`src/rtl/afifo_pkg.sv`:
```
// Shared types and helpers for the AFIFO write-side scheduler.
// Latency: n/a (declarations only).
// Backpressure: n/a.
package afifo_pkg;

    localparam int DATA_WIDTH_DEF = 64;

    // Width of an index into n items; never below one bit.
    function automatic int idx_w(input int n);
        return (n > 1) ? $clog2(n) : 1;
    endfunction

    typedef logic [DATA_WIDTH_DEF-1:0] beat_t;

endpackage

```
`src/rtl/afifo_rr_pick.sv`:
```
// Rotate-priority winner select: owner if keep and still requesting, else first requester after owner.
// Latency: purely combinational.
// Backpressure: none; the caller decides whether the pick is used.
module afifo_rr_pick
    import afifo_pkg::*;
#(
    parameter int N_REQ = 4,
    parameter int IW    = idx_w(N_REQ)
) (
    input  logic [N_REQ-1:0] req,
    input  logic [IW-1:0]    owner,
    input  logic             keep,
    output logic [N_REQ-1:0] grant_onehot,
    output logic [IW-1:0]    grant_idx,
    output logic             any
);

    logic          found;
    logic [IW-1:0] cand;

    // Stay with the owner while its burst is live, otherwise scan cyclically from owner+1.
    always_comb begin
        found        = 1'b0;
        cand         = '0;
        grant_idx    = owner;
        grant_onehot = '0;
        any          = |req;
        if (keep && req[owner]) begin
            found = 1'b1;
        end
        for (int k = 1; k <= N_REQ; k++) begin
            cand = IW'((int'(owner) + k) % N_REQ);
            if (!found && req[cand]) begin
                grant_idx = cand;
                found     = 1'b1;
            end
        end
        if (found) begin
            grant_onehot[grant_idx] = 1'b1;
        end
    end

endmodule

```
`src/rtl/afifo_wr_arbiter.sv`:
```
// Round-robin scheduler sharing one AFIFO write port among N_REQ producers, with bounded bursts.
// Latency: ack to fifo_enq is one cycle minimum through a single registered beat.
// Backpressure: fifo_full holds the registered beat and withholds ack; the held beat is replaced on the cycle it drains.
module afifo_wr_arbiter
    import afifo_pkg::*;
#(
    parameter int N_REQ      = 4,
    parameter int DATA_WIDTH = DATA_WIDTH_DEF,
    parameter int BURST      = 4,
    parameter int CNT_WIDTH  = 32
) (
    input  logic                        CLK,
    input  logic                        RST_N,
    input  logic                        en,
    input  logic [N_REQ-1:0]            req,
    input  logic [N_REQ*DATA_WIDTH-1:0] req_data,
    output logic [N_REQ-1:0]            ack,
    input  logic                        fifo_full,
    output logic                        fifo_enq,
    output logic [DATA_WIDTH-1:0]       fifo_data,
    output logic [$clog2(N_REQ)-1:0]    owner,
    output logic [CNT_WIDTH-1:0]        total_cnt
);

    localparam int IW = idx_w(N_REQ);
    localparam int BW = idx_w(BURST);

    logic                  ov;
    logic [DATA_WIDTH-1:0] od;
    logic [IW-1:0]         owner_q;
    logic [BW-1:0]         burst_cnt;
    // Set by every grant, cleared once the owner stops requesting: after reset or a
    // dropped request the next grant always comes from a full cyclic search.
    logic                  burst_live;

    logic                  keep;
    logic                  keep_hit;
    logic                  load;
    logic [N_REQ-1:0]      grant_onehot;
    logic [IW-1:0]         grant_idx;
    logic                  any;
    logic [DATA_WIDTH-1:0] sel_data;

    assign keep     = burst_live && (int'(burst_cnt) < (BURST - 1));
    assign keep_hit = keep && req[owner_q];

    afifo_rr_pick #(
        .N_REQ (N_REQ),
        .IW    (IW)
    ) u_pick (
        .req          (req),
        .owner        (owner_q),
        .keep         (keep),
        .grant_onehot (grant_onehot),
        .grant_idx    (grant_idx),
        .any          (any)
    );

    // Output stage drains when the FIFO has room; a new beat may enter on the same cycle.
    // Gating with RST_N keeps ack quiet while reset is held.
    always_comb begin
        fifo_enq  = ov && !fifo_full;
        fifo_data = od;
        load      = RST_N && en && (!ov || fifo_enq) && any;
        ack       = load ? grant_onehot : '0;
        owner     = owner_q;
    end

    // Select the winning requester's beat from the flattened bus.
    always_comb begin
        sel_data = '0;
        for (int i = 0; i < N_REQ; i++) begin
            if (grant_idx == IW'(i)) begin
                sel_data = req_data[i*DATA_WIDTH +: DATA_WIDTH];
            end
        end
    end

    // Output register, owner and burst tracking.
    always_ff @(posedge CLK or negedge RST_N) begin
        if (!RST_N) begin
            ov         <= 1'b0;
            od         <= '0;
            owner_q    <= IW'(N_REQ - 1);
            burst_cnt  <= '0;
            burst_live <= 1'b0;
        end else if (load) begin
            ov         <= 1'b1;
            od         <= sel_data;
            owner_q    <= grant_idx;
            burst_cnt  <= keep_hit ? (burst_cnt + BW'(1)) : '0;
            burst_live <= 1'b1;
        end else begin
            if (fifo_enq) begin
                ov <= 1'b0;
            end
            if (!req[owner_q]) begin
                burst_live <= 1'b0;
            end
        end
    end

    // Free-running count of beats handed to the FIFO.
    always_ff @(posedge CLK or negedge RST_N) begin
        if (!RST_N) begin
            total_cnt <= '0;
        end else if (fifo_enq) begin
            total_cnt <= total_cnt + CNT_WIDTH'(1);
        end
    end

endmodule
```
`config.mk`:
```
export PLATFORM = sky130hd
export DESIGN_NAME = afifo_wr_arbiter
export DESIGN_NICKNAME = d
export VERILOG_FILES = /design/src/rtl/afifo_pkg.sv /design/src/rtl/afifo_rr_pick.sv /design/src/rtl/afifo_wr_arbiter.sv
export SDC_FILE = /design/constraint.sdc
export NUM_CORES = 1
export LEC_CHECK = 0
export BUFFER_PORTS_ARGS = -buffer_cell sky130_fd_sc_hd__buf_2
export CORE_AREA = 2 2 143 145
export CTS_CLUSTER_SIZE = 20
export DETAILED_ROUTE_END_ITERATION = 8
export DIE_AREA = 0 0 145 147
export HOLD_SLACK_MARGIN = 0.06
export PLACE_DENSITY_LB_ADDON = 0.25
export SETUP_SLACK_MARGIN = 0.02
export SLEW_MARGIN = 40
export SYNTH_ARGS = -nofsm -noshare
export SYNTH_HDL_FRONTEND = slang
export SYNTH_HIERARCHICAL = 1
export SYNTH_SLANG_ARGS = --single-unit
```
`constraint.sdc`:
```
create_clock -name CLK -period 2.85 [get_ports CLK]
set_input_delay 0.57 -clock CLK [delete_from_list [all_inputs] [get_ports CLK]]
set_output_delay 0.57 -clock CLK [all_outputs]
set_load 0.03 [all_outputs]
```
==> flow_summary.toml, run 1 <==
[worst_setup_path]
r2r-start = "owner[1]"
crit_path_max_incr_delay_ns = 0.59
path_class = "flop to output port"
r2r_slack_ns = 0.31
crit_path_end_kind = "output port"
timing.rr.end = "fifo_data[16]"
crit_slowest_cell = "dfstp_2"
crit_fanout = 4
worstPathCellList = "mux2_4 > o2bb2ai_2 > o31a_1 > nor3_2 > and2_1 > buf_4"
crit_required_ns = 2.28
crit_arrival_ns = 2.20
crit_path_start_kind = "flop"
reg2reg_depth = 8
path_buf_inv = 1
cpLargestDelayFamily = "flip-flops"

[final_layout]
layout_common_cells = "buf_2, nand2_1, dfrtp_1"
final_nets = 1176
final_util_pct = 43.3
drive_gt1_share_pct = 53.4
regArea_um2 = 2550
nFillCells = 1924
syn2layout_area_growth_pct = 44.1
multi_input_area_um2 = 3290
final_common_cell = "buf_2"

[clock_tree]
cts_tree = "done"
cts_buffers = 9
htreeDepth = 3
clock_sinks = 102
root_buffer = "clkbuf_16"
cts_buffer_depth = 2
cts.clk_slew.worst_paths_ns = 0.08
cts_hold_buf = 0
clock_latency_ns = 0.36

[drt]
num_vias = 5572
drt_first_pass_iters = 6
drc_errors = 0
route.antenna.remaining_nets = 0
routed_wl_um = 19900
drt_iter0_drc = 167
wire_per_inst_um = 16.7
vias_per_cell = 4.70

[global_routing]
grt_pass1_wl_um = 30700
grt_max_degree = 60
grtUsageTotal_pct = 18.5
grt_overflow = 0
grt_pass1_vias = 5460
antenna_found_initial = 2

[synth]
ys_types = 44
ys_async_sr_fraction_pct = 100
synthFlopType = "dfrtp_1"
synth_nets = 811
syn_area_um2 = 5970
ys_seq_area_share_pct = 42.8
synth.avg_cell_area_um2 = 11.0
synth_xor_xnor_area_share_pct = 4.55
synth_seq_cells = 102
yosys_warnings = 6
synth_compound_area_share_pct = 2.07
synth-adder-area-share_pct = 0.419
synth_simple_gate_area_share_pct = 22.1
synth-edff-count = 0
postSynthCellCount = 545
synth_top_family_by_area = "multiplexers"
muxShareOfSynthArea_pct = 25.1

[flow_run]
max_cap_violations = 0

[timing]
maxSlewViolCount = 0
rsz0062_at_grt = "yes"
hold_viol = 0
fmax_mhz = 361
finalCritPeriodShare_pct = 97.3
worst_slew_pin_slew_ns = 0.632
max_slew_margin_pct = 57.6
holdWs_ns = 0.314
min_period_ns = 2.77
skew_ns = 0.0110
tns_ns = 0
setup_violations = 0

[floorplanning]
dieWidth_um = 145
die_h_um = 147
dieArea_um2 = 21300
rows = 52
coreArea_um2 = 19800
io_pins = 367
start_util_pct = 30.1

[pwr]
power_density_nw_per_um2 = 882
leakagePower_nw = 4.48
vdd_drop_max_mv = 0.435

[place]
gp_congestion = 0.796
portBuffers = 366
place_hpwl_um = 15700

[hold_path]
hold_path.class = "input pin to async pin"

[status]
status = "finished, final reports clean"
==> sequential cells by signal (all words and copies together), names as in the netlist <==
name / cells
ov: 1
burst_cnt: 2
burst_live: 1
total_cnt: 32
owner: 2
fifo_data: 64
==> routing by layer <==
| metal | GRT usage, % | share of wire [%] | vias up |
|---|---|---|---|
| li1 | - | - | 2661 |
| met1 | 24.4 | 42 | 2667 |
| met2 | 30.6 | 50 | 218 |
| met3 | 4.22 | 6.8 | 24 |
| met4 | 5.50 | 1.7 | 2 |
| met5 | 0 | 0.086 | - |
==> repair_timing <==
action,in CTS,in global routing
pin swaps,0,1
gates cloned,0,0
setup endpoints to repair,4,4
setup buffers,2,0
resized for setup,3,8
endpoints found under the hold margin,0,0
==> synthesized netlist by cell type, types with 2 or more instances <==
cell	number	area, um2
nand3_1	13	65.1
dfstp_2	2	52.6
nor2_1	9	33.8
xor2_1	5	43.8
nor4_4	2	42.5
a21o_1	2	15.0
nand3b_1	2	15.0
and2_1	6	37.5
nor3_1	7	35.0
and3_1	2	12.5
buf_4	5	37.5
nand2_1	216	811
nand2b_1	3	18.8
a21oi_1	4	20.0
o31a_1	2	17.5
nor4_1	2	12.5
nand4_1	16	100
xnor2_1	26	228
mux4_2	65	1460
o31ai_1	2	15.0
buf_2	9	45.0
ha_1	2	25.0
clkbuf_1	17	63.8
dfrtp_1	100	2500
inv_1	2	7.51
buf_6	2	22.5
nor2b_1	5	31.3
==> logic make-up (layout without fill, tap and decap cells) <==
logic type      count (synthesis)  after routing
other cells                     0              1
flops                         102            102
simple gates                  291            291
xor+xnor                       31             31
compound gates                 16             16
mux                            68             68
fa+ha+maj                       2              2
buf+inv                        35            405
==> worst max path at each step <==
stage	startpoint	endpoint	slack [ns]	cells past startpoint
floorplan	owner[1]	fifo_data[0]	0.16	10
global placement	req[2]	fifo_data[9]	0.20	8
detailed placement	req[3]	fifo_data[18]	0.16	8
CTS	burst_cnt[0]	ack[2]	0.03	8
global route	owner[1]	ack[3]	0.01	6
finish	owner[1]	ack[0]	0.08	6
==> power breakdown <==
| group | internal [mW] | leakage, nW | switching (mW) |
|---|---|---|---|
| logic | 1.74 | 3.02 | 2.25 |
| registers | 1.90 | 1.30 | 0.318 |
| clock network | 0.780 | 0.154 | 0.603 |
==> metrics by stage <==
step	worst slack (ns)	instance area (um2)	std cells	power, mW
6_report	0.0775	8600	1186	7.58
5_1_grt	0.0105	8600	1186	8.06
4_1_cts	0.0275	8560	1185	7.65
3_5_place_dp	0.162	8220	1167	6.21
3_3_place_gp	0.203	8220	1167	6.18
2_1_floorplan	0.163	5970	545	4.99
==> worst reg2reg max path: stages (launching register included) <==
cell	delay, ns
dfstp_2	0.59
buf_4	0.18
a21boi_0	0.13
o221ai_1	0.28
o21a_4	0.35
buf_12	0.24
mux4_2	0.53
nand2_1	0.08
nand2_1	0.05
==> final cells by class <==
type / instances / share of cell area [%]
multi-input combinational: 408 / 38.3
sequential: 102 / 29.7
timing repair buffer: 387 / 24.2
tap: 270 / 3.93
clock buffer: 10 / 2.66
clock inverter: 6 / 1.09
inverter: 2 / 0.0873
antenna: 1 / 0.0291
(Power assumes the default switching activity.)
==> inputs of run 2 (changes only) <==
==> constraint.sdc (replaced) <==
create_clock -name CLK -period 2.85 [get_ports CLK]
set_input_delay 0.57 -clock CLK [delete_from_list [all_inputs] [get_ports CLK]]
set_output_delay 0.57 -clock CLK [all_outputs]
set_load 0.05 [all_outputs]
==> run 2 against run 1 <==
Effect of this change: sequential power about the same; non-clock buffer count decreased by 6; register-to-register slack improved by 0.09 ns; final area decreased by 0.52%; sequential share of layout area increased by 0.16 points; worst setup slack got worse by 0.015 ns; fmax decreased by 0.55%; worst hold slack got worse by 0.020 ns; wire length decreased by 1.4%; first-iteration DRC count increased by 44%; cell count decreased by 0.51%; flip-flop and latch count unchanged; largest cell class unchanged.
==> flow_summary.toml, run 2 (synthesis gave the netlist of run 1 again) <==
[pwr]
total_power_mw = 8.10
p_int_mw = 4.28
switching_share_pct = 47.2
switchingPower_mw = 3.82
power_density_nw_per_um2 = 947
seqPwrFrac_pct = 27.4
vdd_drop_max_mv = 0.430
comb_power_share_pct = 57.1
p_clk_share_pct = 15.6
leakagePower_nw = 4.45

[final_layout]
regArea_um2 = 2550
nFillCells = 1977
final_nets = 1170
drive_gt1_share_pct = 53.4
multi_input_area_um2 = 3310
largest_reg_flops = 64
layout_common_cells = "buf_2, nand2_1, dfrtp_1"
syn2layout_area_growth_pct = 43.3
fin_area_um2 = 8560
final_common_cell = "buf_2"

[worst_setup_path]
reg2reg_depth = 8
path_buf_inv = 1
crit_slowest_cell = "dfstp_2"
crit_arrival_ns = 2.22
r2r-start = "owner[1]"
timing.rr.end = "fifo_data[53]"
cpLargestDelayFamily = "simple AND/OR/NAND/NOR gates"
crit_required_ns = 2.28
worstPathCellList = "mux2i_2 > o221ai_1 > and2_1 > nor3_2 > and2_4 > buf_8"
crit_path_end_kind = "output port"
crit_path_max_incr_delay_ns = 0.58
r2r_slack_ns = 0.40
crit_fanout = 4
crit_path_start_kind = "flop"
path_class = "flop to output port"

[clock_tree]
cts.clk_slew.worst_paths_ns = 0.08
clock_latency_ns = 0.35
cts_buffer_depth = 2
cts_tree = "done"
htreeDepth = 3
cts_buffers = 9
cts_hold_buf = 0
root_buffer = "clkbuf_16"
clock_sinks = 102

[drt]
wire_per_inst_um = 16.6
route.antenna.remaining_nets = 0
routed_wl_um = 19600
drt_iter0_drc = 241
vias_per_cell = 4.68
num_vias = 5521
drt_first_pass_iters = 4
drc_errors = 0

[timing]
holdWs_ns = 0.294
skew_ns = 0.00923
maxSlewViolCount = 0
rsz0062_at_grt = "yes"
fmax_mhz = 359
max_slew_margin_pct = 57.8
tns_ns = 0
worst_slew_pin_slew_ns = 0.629
hold_viol = 0
setup_slack_ns = 0.0621
setup_violations = 0
min_period_ns = 2.79
finalCritPeriodShare_pct = 97.8

[global_routing]
antenna_found_initial = 1
grt_pass1_vias = 5583
grtUsageTotal_pct = 18.4
grt_pass1_wl_um = 30700
grt_overflow = 0
grt_max_degree = 62

[place]
dpl-instance-area_um2 = 8160
preCtsSetupSlack_ns = 0.210
gp_congestion = 0.795
portBuffers = 366
place_hpwl_um = 15500

[floorplanning]
start_util_pct = 30.1
rows = 52
io_pins = 367
dieArea_um2 = 21300
die_h_um = 147
dieWidth_um = 145
coreArea_um2 = 19800

[status]
status = "finished, final reports clean"

[flow_run]
max_cap_violations = 0

[hold_path]
hold_path.class = "input pin to async pin"
[run 2: worst max-delay path by stage]
stage          startpoint            end  cells past startpoint
2_1_floorplan    owner[1]         ack[0]                      6
3_3_place_gp       req[0]         ack[0]                      7
3_5_place_dp       req[3]  fifo_data[48]                      8
4_1_cts          owner[1]         ack[0]                      6
5_1_grt          owner[1]         ack[0]                      6
6_report         owner[1]         ack[0]                      6
[run 2: final cells by class]
type                       instances  share of cell area (%)
antenna                            1                  0.0292
clock buffer                      10                    2.68
clock inverter                     6                   0.819
inverter                           2                  0.0877
multi-input combinational        408                    38.7
sequential                       102                    29.9
tap                              270                    3.95
timing repair buffer             381                    23.9
[run 2: worst register-to-register path, cell delays in order, from the launching register on]
cell	delay [ns]
dfstp_2	0.58
buf_4	0.18
a21boi_0	0.13
o221ai_1	0.28
o21a_4	0.22
buf_12	0.26
mux4_2	0.55
nand2_1	0.08
nand2_1	0.06
[run 2: power by group through the flow]
stage          logic (mW)  registers, mW  clock network, mW
6_report             4.63           2.22               1.26
5_1_grt              4.95           2.28               1.36
4_1_cts              4.64           2.22               1.30
3_5_place_dp         4.60           2.25                  0
3_3_place_gp         4.56           2.25                  0
2_1_floorplan        1.93           3.74                  0
[run 2: timing repair]
| item | CTS | global route |
|---|---|---|
| gates resized for setup | 6 | 13 |
| setup buffers | 2 | 0 |
| endpoints found under the setup margin | 4 | 4 |
| pin swaps | 0 | 3 |
| endpoints found under the hold margin | 0 | 0 |
[run 2: through the flow]
step / util [%] / std cells
finish: 43.1 / 1180
global route: 43.1 / 1180
CTS: 42.8 / 1179
detailed placement: 41.1 / 1161
global placement: 41.1 / 1161
floorplan: - / 545
[run 2: layer usage]
layer | vias up | track usage [%] | part of all wire, %
li1 | 2641 | - | -
met1 | 2641 | 24.5 | 43
met2 | 219 | 30.7 | 50
met3 | 20 | 4.10 | 6.4
met4 | 0 | 4.95 | 1.3
met5 | - | 0 | 0
